==> src/rtl/mp_add_seq_pkg.sv <==
// mp_add_seq_pkg: shared state encoding and default sizing for the multi-precision sequencer
package mp_add_seq_pkg;
  localparam int DEF_W = 32;
  localparam int DEF_WORDS = 4;
  typedef enum logic [1:0] {
    ST_IDLE = 2'd0,
    ST_RUN  = 2'd1,
    ST_DONE = 2'd2
  } state_t;
endpackage

==> src/rtl/rca_32bit.sv <==
// rca_32bit: n-bit combinational ripple-carry adder
module rca_32bit #(
  parameter int n = 32
) (
  input  logic [n-1:0] a,
  input  logic [n-1:0] b,
  input  logic         cin,
  output logic [n-1:0] sum,
  output logic         carryout
);
  logic [n:0] c;
  assign c[0] = cin;
  for (genvar i = 0; i < n; i++) begin : g_fa
    assign sum[i]   = a[i] ^ b[i] ^ c[i];
    assign c[i+1]   = (a[i] & b[i]) | (c[i] & (a[i] ^ b[i]));
  end
  assign carryout = c[n];
endmodule

==> src/rtl/mp_add_seq.sv <==
// mp_add_seq: word-serial W*WORDS-bit add/subtract sharing one W-bit ripple-carry adder
import mp_add_seq_pkg::*;

module mp_add_seq #(
  parameter int W     = DEF_W,
  parameter int WORDS = DEF_WORDS
) (
  input  logic             clk,
  input  logic             rst,
  input  logic             start,
  input  logic             sub,
  input  logic [W*WORDS-1:0] a,
  input  logic [W*WORDS-1:0] b,
  output logic             busy,
  output logic             done,
  output logic [W*WORDS-1:0] result,
  output logic             cout,
  output logic             zero
);
  localparam int N  = W * WORDS;
  localparam int IW = WORDS > 1 ? $clog2(WORDS) : 1;
  state_t state, state_n;
  logic [IW-1:0] idx;
  logic carry, co, last;
  logic [N-1:0] a_q, b_q, res_n;
  logic [W-1:0] sum;
  assign last = idx == IW'(WORDS - 1);
  assign busy = state != ST_IDLE;
  assign done = state == ST_DONE;
  rca_32bit #(.n(W)) u_rca (
    .a       (a_q[idx*W +: W]),
    .b       (b_q[idx*W +: W]),
    .cin     (carry),
    .sum     (sum),
    .carryout(co)
  );
  always_comb begin
    res_n = result;
    res_n[idx*W +: W] = sum;
  end
  always_comb
    state_n = state == ST_IDLE ? (start ? ST_RUN : ST_IDLE) :
              state == ST_RUN  ? (last ? ST_DONE : ST_RUN) : ST_IDLE;
  // subtraction is a + ~b + 1: b is inverted on capture and the +1 enters as the first carry
  always_ff @(posedge clk) begin
    if (rst) begin
      state  <= ST_IDLE;
      idx    <= '0;
      carry  <= 1'b0;
      a_q    <= '0;
      b_q    <= '0;
      result <= '0;
      cout   <= 1'b0;
      zero   <= 1'b0;
    end else begin
      state <= state_n;
      if (state == ST_IDLE && start) begin
        a_q    <= a;
        b_q    <= sub ? ~b : b;
        carry  <= sub;
        idx    <= '0;
        result <= '0;
        cout   <= 1'b0;
        zero   <= 1'b0;
      end else if (state == ST_RUN) begin
        result <= res_n;
        carry  <= co;
        idx    <= last ? idx : idx + IW'(1);
        if (last) begin
          cout <= co;
          zero <= res_n == '0;
        end
      end
    end
  end
endmodule

==> config.mk <==
export PLATFORM = sky130hd
export DESIGN_NAME = mp_add_seq
export DESIGN_NICKNAME = d
export VERILOG_FILES = /design/src/rtl/mp_add_seq_pkg.sv /design/src/rtl/rca_32bit.sv /design/src/rtl/mp_add_seq.sv
export SDC_FILE = /design/constraint.sdc
export NUM_CORES = 1
export LEC_CHECK = 0
export ABC_AREA = 0
export ABC_CLOCK_PERIOD_IN_PS = 28700
export CORE_MARGIN = 1.5
export CORE_UTILIZATION = 51
export DETAILED_ROUTE_END_ITERATION = 8
export PLACE_DENSITY = 0.87
export SETUP_SLACK_MARGIN = 0.3
export SYNTH_ARGS = -nofsm -noshare
export SYNTH_HDL_FRONTEND = slang
export SYNTH_SLANG_ARGS = --single-unit
==> constraint.sdc <==
create_clock -name clk -period 28.7 [get_ports clk]
set_input_delay 4.305 -clock clk [delete_from_list [all_inputs] [get_ports clk]]
set_output_delay 4.305 -clock clk [all_outputs]
set_load 0.005 [all_outputs]
==> results of run 1 <==
==> flip-flops by register name (all words and copies together) (netlist names) <==
signal  cells
b_q       128
result    128
idx         2
carry       1
zero        1
state       2
cout        1
a_q       128
==> worst reg2reg max path: cells and delay by family (launching register included) <==
kind | cells | cell delay, ns
adder cells (fa/ha/maj) | 32 | 12.63
AND/OR/NAND/NOR | 3 | 1.11
buffers and inverters | 5 | 1.03
flip-flops | 1 | 0.73
multiplexers | 1 | 0.39
AO/OA/AOI/OAI | 2 | 0.31
==> power by group through the flow <==
stage | Clock [mW] | Combinational (mW) | Sequential (mW)
global route | 0.577 | 0.253 | 0.595
finish | 0.553 | 0.238 | 0.591
floorplan | 0 | 0.136 | 0.595
global placement | 0 | 0.228 | 0.600
detailed placement | 0 | 0.232 | 0.602
CTS | 0.555 | 0.233 | 0.591
==> layer usage <==
metal / track usage, % / vias up / wire length, µm
li1: - / 7271 / -
met3: 4.51 / 158 / 4430
met2: 51.8 / 855 / 26700
met4: 15.7 / 4 / 2940
met5: 0 / - / 24
met1: 37.8 / 7516 / 21100
==> metrics by stage <==
step	hold slack [ns]	setup slack [ns]	cell area (µm²)	util, %
global placement	0.440	12.72	21400	63.7
CTS	0.453	12.52	22800	67.9
floorplan	0.433	13.76	17400	-
global route	0.472	11.80	22800	67.9
finish	0.450	12.44	22800	67.9
detailed placement	0.445	12.59	21400	63.7
==> kinds of logic (layout without fill, tap and decap cells) <==
| logic type | after synthesis | after routing | synth area share [%] |
|---|---|---|---|
| and+or+nand+nor | 727 | 727 | 16.9 |
| AOI/OAI and AO/OA | 407 | 407 | 14.2 |
| DFF | 391 | 391 | 45.0 |
| buffers and inverters | 226 | 544 | 5.06 |
| xor gates and xnor gates | 129 | 129 | 6.49 |
| muxes | 64 | 64 | 8.29 |
| adders and majority gates | 38 | 38 | 4.11 |
==> final cells by class <==
cell class,instances,area share (%)
tap,448,2.46
sequential,391,34.4
timing repair buffer,400,17.6
clock buffer,62,5.38
inverter,70,1.15
multi-input combinational,1365,38.2
clock inverter,12,0.835
==> layout by cell type, fill, tap and decap left out, types with 2 or more instances in the layout <==
| cell | instances |
|---|---|
| dfxtp_1 | 389 |
| clkdlybuf4s50_1 | 389 |
| nor2_1 | 384 |
| nand2_1 | 269 |
| a21oi_1 | 240 |
| xnor2_1 | 129 |
| a211oi_1 | 128 |
| inv_1 | 70 |
| mux4_2 | 64 |
| clkbuf_16 | 42 |
| fa_1 | 32 |
| nor4_1 | 29 |
| a22oi_1 | 20 |
| clkbuf_8 | 11 |
| nand3_1 | 10 |
| clkbuf_1 | 10 |
| buf_4 | 8 |
| nor3_1 | 7 |
| a41oi_1 | 6 |
| ha_1 | 6 |
| clkinv_2 | 5 |
| nand4_1 | 4 |
| bufinv_16 | 4 |
| nand2b_1 | 3 |
| nor2b_1 | 2 |
| nand4bb_1 | 2 |
| o21ai_0 | 2 |
| or4_1 | 2 |
| a31oi_1 | 2 |
| or3_1 | 2 |
| or2_2 | 2 |
| dfxtp_4 | 2 |
==> how the worst max path moves through the flow <==
| stage | startpoint | to | slack, ns | cells past startpoint |
|---|---|---|---|---|
| floorplan | idx[1] | zero | 13.76 | 44 |
| global placement | idx[0] | zero | 12.72 | 43 |
| detailed placement | idx[0] | zero | 12.59 | 43 |
| CTS | idx[0] | zero | 12.52 | 43 |
| global route | idx[0] | zero | 11.80 | 43 |
| finish | idx[0] | zero | 12.44 | 43 |
==> impl_metrics.json, run 1 <==
{
  "drive_gt1_share_pct": 6.61,
  "r2r-end": "zero",
  "post-cts-setup-buffers": 0,
  "grt_usage_pct": 30.5,
  "yosysTopAreaCell": "dfxtp_1",
  "synth_seq_cells": 391,
  "synthTopCellsByCount": "dfxtp_1, nor2_1, nand2_1",
  "max_freq_ghz": 0.0615,
  "hold_depth": 2,
  "drt-vias-per-instance": 5.75,
  "synth_enable_flop_cells": 0,
  "area_growth_pct": 30.9,
  "crit_path_frequent_cell": "fa_1",
  "grt_pass1_wl_um": 84000,
  "swShare_pct": 27.2,
  "cts_sinks": 391,
  "critical_path_buf_inv_count": 5,
  "startpoint_type": "flop",
  "syn_nets": 2280,
  "vias": 15800,
  "hpwl_um": 39100,
  "ctsResizeCount": 0,
  "maxCapViolCount": 0,
  "syn_area_mm2": 0.0174,
  "synthFlopType": "dfxtp_1",
  "finalHoldViolations": 0,
  "rsz0062_at_grt": "no",
  "nFillCells": 2521,
  "p_per_area_mw_per_mm2": 60.7,
  "place_congestion": 0.957,
  "internal-power_mw": 1.01,
  "cts_buffers": 41,
  "setup_viol": 0,
  "switching_power_uw": 376,
  "multi_input_area_mm2": 0.00870,
  "die-area_mm2": 0.0352,
  "avgSynthCellArea_um2": 8.78,
  "clkSlewWorstSetupHoldPaths_ns": 0.06,
  "crit_fanout": 43,
  "reg2reg_slack_ns": 12.44,
  "worst_slew_pin_slew_ns": 1.26,
  "pwr-share-clk_pct": 40.0,
  "antenna_cells": 0,
  "fin_setup_tns_ns": 0,
  "antenna_found_initial": 2,
  "netlist-cell-type-count": 46,
  "die_h_um": 188,
  "tritoncts": "yes",
  "crit_required_ns": 29.17,
  "finalCritPeriodShare_pct": 56.7,
  "crit_family": "adder cells",
  "comb_power_share_pct": 17.2,
  "wire_per_inst_um": 20.1,
  "seq_area_mm2": 0.00784,
  "hold_start": "a_q[109]",
  "clk_latency_ns": 0.55,
  "grt_pass1_vias": 15300,
  "ant_nets": 0,
  "ir_drop_mv": 0.0391,
  "seqPwrFrac_pct": 42.8,
  "cts_hold_buffers": 0,
  "critical_path_class": "flop to flop",
  "skew_ns": 0.0229,
  "drtIter0Drc": 1569,
  "slew_headroom_pct": 15.7,
  "layout.cells.non_filler": 2748,
  "dieWidth_um": 188,
  "initial_core_util_pct": 51.9,
  "row_count": 67,
  "ys_async_sr_fraction_pct": 0,
  "worst-r2r-cell-count": 43,
  "cp_slowest_cell": "buf_4",
  "cts_max_level": 2,
  "synthTopCellsByArea": "dfxtp_1, mux4_2, nor2_1",
  "ys_seq_area_share_pct": 45.0,
  "synth.most_common_cell": "dfxtp_1",
  "firstDrtPassIters": 6,
  "worstPathArrival_ns": 16.73,
  "cp-end-kind": "flop",
  "clk_path_buf_depth": 3,
  "grt_max_degree": 267,
  "grt_overflow": 0,
  "r2r-start": "idx[0]",
  "dp_cells": 2674,
  "hold_path.class": "flop to flop",
  "cpPeakStageDelay_ns": 0.75,
  "status": "finished clean",
  "finalNetCount": 2567,
  "final_max_slew_viol_count": 0,
  "yosysTopAreaCellShare_pct": 45.0,
  "io_buffers": 391,
  "total_power_mw": 1.38,
  "leakagePower_nw": 7.94,
  "holdPathEnd": "a_q[109]",
  "routed_wl_um": 55200,
  "yosys_warnings": 0,
  "cts_root_buf": "clkbuf_16",
  "drc": 0,
  "fin_crit_ns": 16.26,
  "design.core.area_mm2": 0.0335,
  "io_pins": 392,
  "postSynthCellCount": 1982
}
Note: power is estimated with default switching activity, not from simulation.
==> run 2: changes to the inputs <==
--- a/config.mk
+++ b/config.mk
@@ -6,7 +6,7 @@
 export NUM_CORES = 1
 export LEC_CHECK = 0
 export ABC_AREA = 0
-export ABC_CLOCK_PERIOD_IN_PS = 28700
+export ABC_CLOCK_PERIOD_IN_PS = 16890
 export CORE_MARGIN = 1.5
 export CORE_UTILIZATION = 51
 export DETAILED_ROUTE_END_ITERATION = 8
==> constraint.sdc (replaced) <==
create_clock -name clk -period 16.89 [get_ports clk]
set_input_delay 2.5335 -clock clk [delete_from_list [all_inputs] [get_ports clk]]
set_output_delay 2.5335 -clock clk [all_outputs]
set_load 0.005 [all_outputs]
==> impl_metrics.json, run 2 (same netlist as run 1, synthesis figures left out) <==
{
  "status": "finished clean",
  "final_max_slew_viol_count": 0,
  "skew_ns": 0.0150,
  "ant_nets": 0,
  "grt_pass1_vias": 15200,
  "drc": 0,
  "maxCapViolCount": 0,
  "r2r-end": "zero",
  "seq_area_mm2": 0.00784,
  "routed_wl_um": 55100,
  "rsz0062_at_grt": "no",
  "design.core.area_mm2": 0.0335,
  "crit_fanout": 36,
  "finalCritPeriodShare_pct": 92.0,
  "vias": 15900,
  "highest_layer": "met5",
  "slew_headroom_pct": 20.9,
  "cp-end-kind": "flop",
  "row_count": 67,
  "fin_setup_tns_ns": 0,
  "cts_hold_buffers": 0,
  "layout_common_cells": "dfxtp_1, clkdlybuf4s50_1, nor2_1",
  "fin_util_pct": 67.8,
  "crit_cells": 42,
  "p_per_area_mw_per_mm2": 102,
  "hold_path.class": "flop to flop",
  "clkSlewWorstSetupHoldPaths_ns": 0.07,
  "top_regs": "a_q (128), b_q (128), result (128)",
  "cts_max_level": 2,
  "firstDrtPassIters": 8,
  "drtIter0Drc": 1700,
  "finalHoldViolations": 0,
  "cts_root_buf": "clkbuf_16",
  "die_h_um": 188,
  "nFillCells": 2559,
  "drt-vias-per-instance": 5.77,
  "crit_start": "idx[0]",
  "grt_pass1_wl_um": 83800,
  "place_congestion": 0.923,
  "grt_max_degree": 281,
  "io_buffers": 391,
  "max_freq_ghz": 0.0644,
  "cpPeakStageDelay_ns": 0.77,
  "fin_area_mm2": 0.0227,
  "cp_slowest_cell": "dfxtp_4",
  "reg2reg_slack_ns": 1.36,
  "crit_required_ns": 17.33,
  "wl_met3_um": 4850,
  "worstPathArrival_ns": 15.98,
  "wire_per_inst_um": 20.1,
  "wl_met2_um": 26700,
  "grt_usage_pct": 30.4,
  "drive_gt1_share_pct": 6.74,
  "placed_area_mm2": 0.0214,
  "clk_path_buf_depth": 3,
  "crit_path_frequent_cell": "fa_1",
  "cts_buffers": 41,
  "fin_ws_ns": 1.36,
  "finalNetCount": 2566,
  "grt_overflow": 0,
  "ir_drop_mv": 0.0723,
  "ctsResizeCount": 0,
  "r2r-start": "idx[0]",
  "area_growth_pct": 30.8,
  "leakagePower_nw": 7.92,
  "met1_length_um": 20800,
  "tritoncts": "yes",
  "cts_sinks": 391,
  "clk_latency_ns": 0.54,
  "worst-r2r-cell-count": 42,
  "dp_slack_ns": 1.45,
  "critical_path_class": "flop to flop",
  "antenna_found_initial": 5,
  "initial_core_util_pct": 51.9,
  "cp-endpoint": "zero",
  "startpoint_type": "flop",
  "critical_path_buf_inv_count": 4,
  "io_pins": 392,
  "dieWidth_um": 188,
  "setup_viol": 0,
  "multi_input_area_mm2": 0.00870,
  "post-cts-setup-buffers": 0,
  "crit_family": "adder cells",
  "hold_slack_ns": 0.453,
  "fin_crit_ns": 15.53,
  "worst_slew_pin_slew_ns": 1.19,
  "die-area_mm2": 0.0352,
  "hpwl_um": 39400
}
==> run 2: power by group <==
| group | switching, mW | leakage, nW | internal (mW) |
|---|---|---|---|
| Sequential | 0.0313 | 3.20 | 0.973 |
| Combinational | 0.231 | 4.03 | 0.172 |
| Clock | 0.381 | 0.683 | 0.539 |
| Total | 0.644 | 7.92 | 1.68 |
==> run 2: tightest hold or removal path, delay by kind of cell (launching register included) <==
kind	cells	cell delay [ns]
DFF	1	0.30
and+or+nand+nor	1	0.05
AOI/OAI and AO/OA	1	0.05
==> run 2: worst min-delay path by stage <==
stage,start,to,slack (ns),cells after the start
floorplan,a_q[55],a_q[55],0.43,2
global placement,a_q[56],a_q[56],0.44,2
detailed placement,a_q[106],a_q[106],0.45,2
CTS,a_q[106],a_q[106],0.45,2
global route,a_q[106],a_q[106],0.47,2
finish,a_q[106],a_q[106],0.45,2
==> run 2: final cells by class <==
class                           count  area share, %
Multi-Input combinational cell   1365           38.3
Sequential cell                   391           34.4
Timing Repair Buffer              399           17.5
Clock buffer                       57           5.17
Tap cell                          448           2.46
Inverter                           70           1.16
Clock inverter                     18          0.935
Antenna cell                        2         0.0220
==> run 2: metal layers <==
| metal | vias to the layer above | track usage [%] |
|---|---|---|
| met2 | 896 | 51.9 |
| li1 | 7289 | - |
| met3 | 165 | 4.85 |
| met4 | 4 | 14.8 |
| met5 | - | 0 |
| met1 | 7523 | 37.5 |
==> run 2: metrics by stage <==
step           power, mW  cells
2_1_floorplan       1.24   1982
3_3_place_gp        1.41   2673
3_5_place_dp        1.42   2673
4_1_cts             2.32   2748
5_1_grt             2.40   2749
6_report            2.33   2750
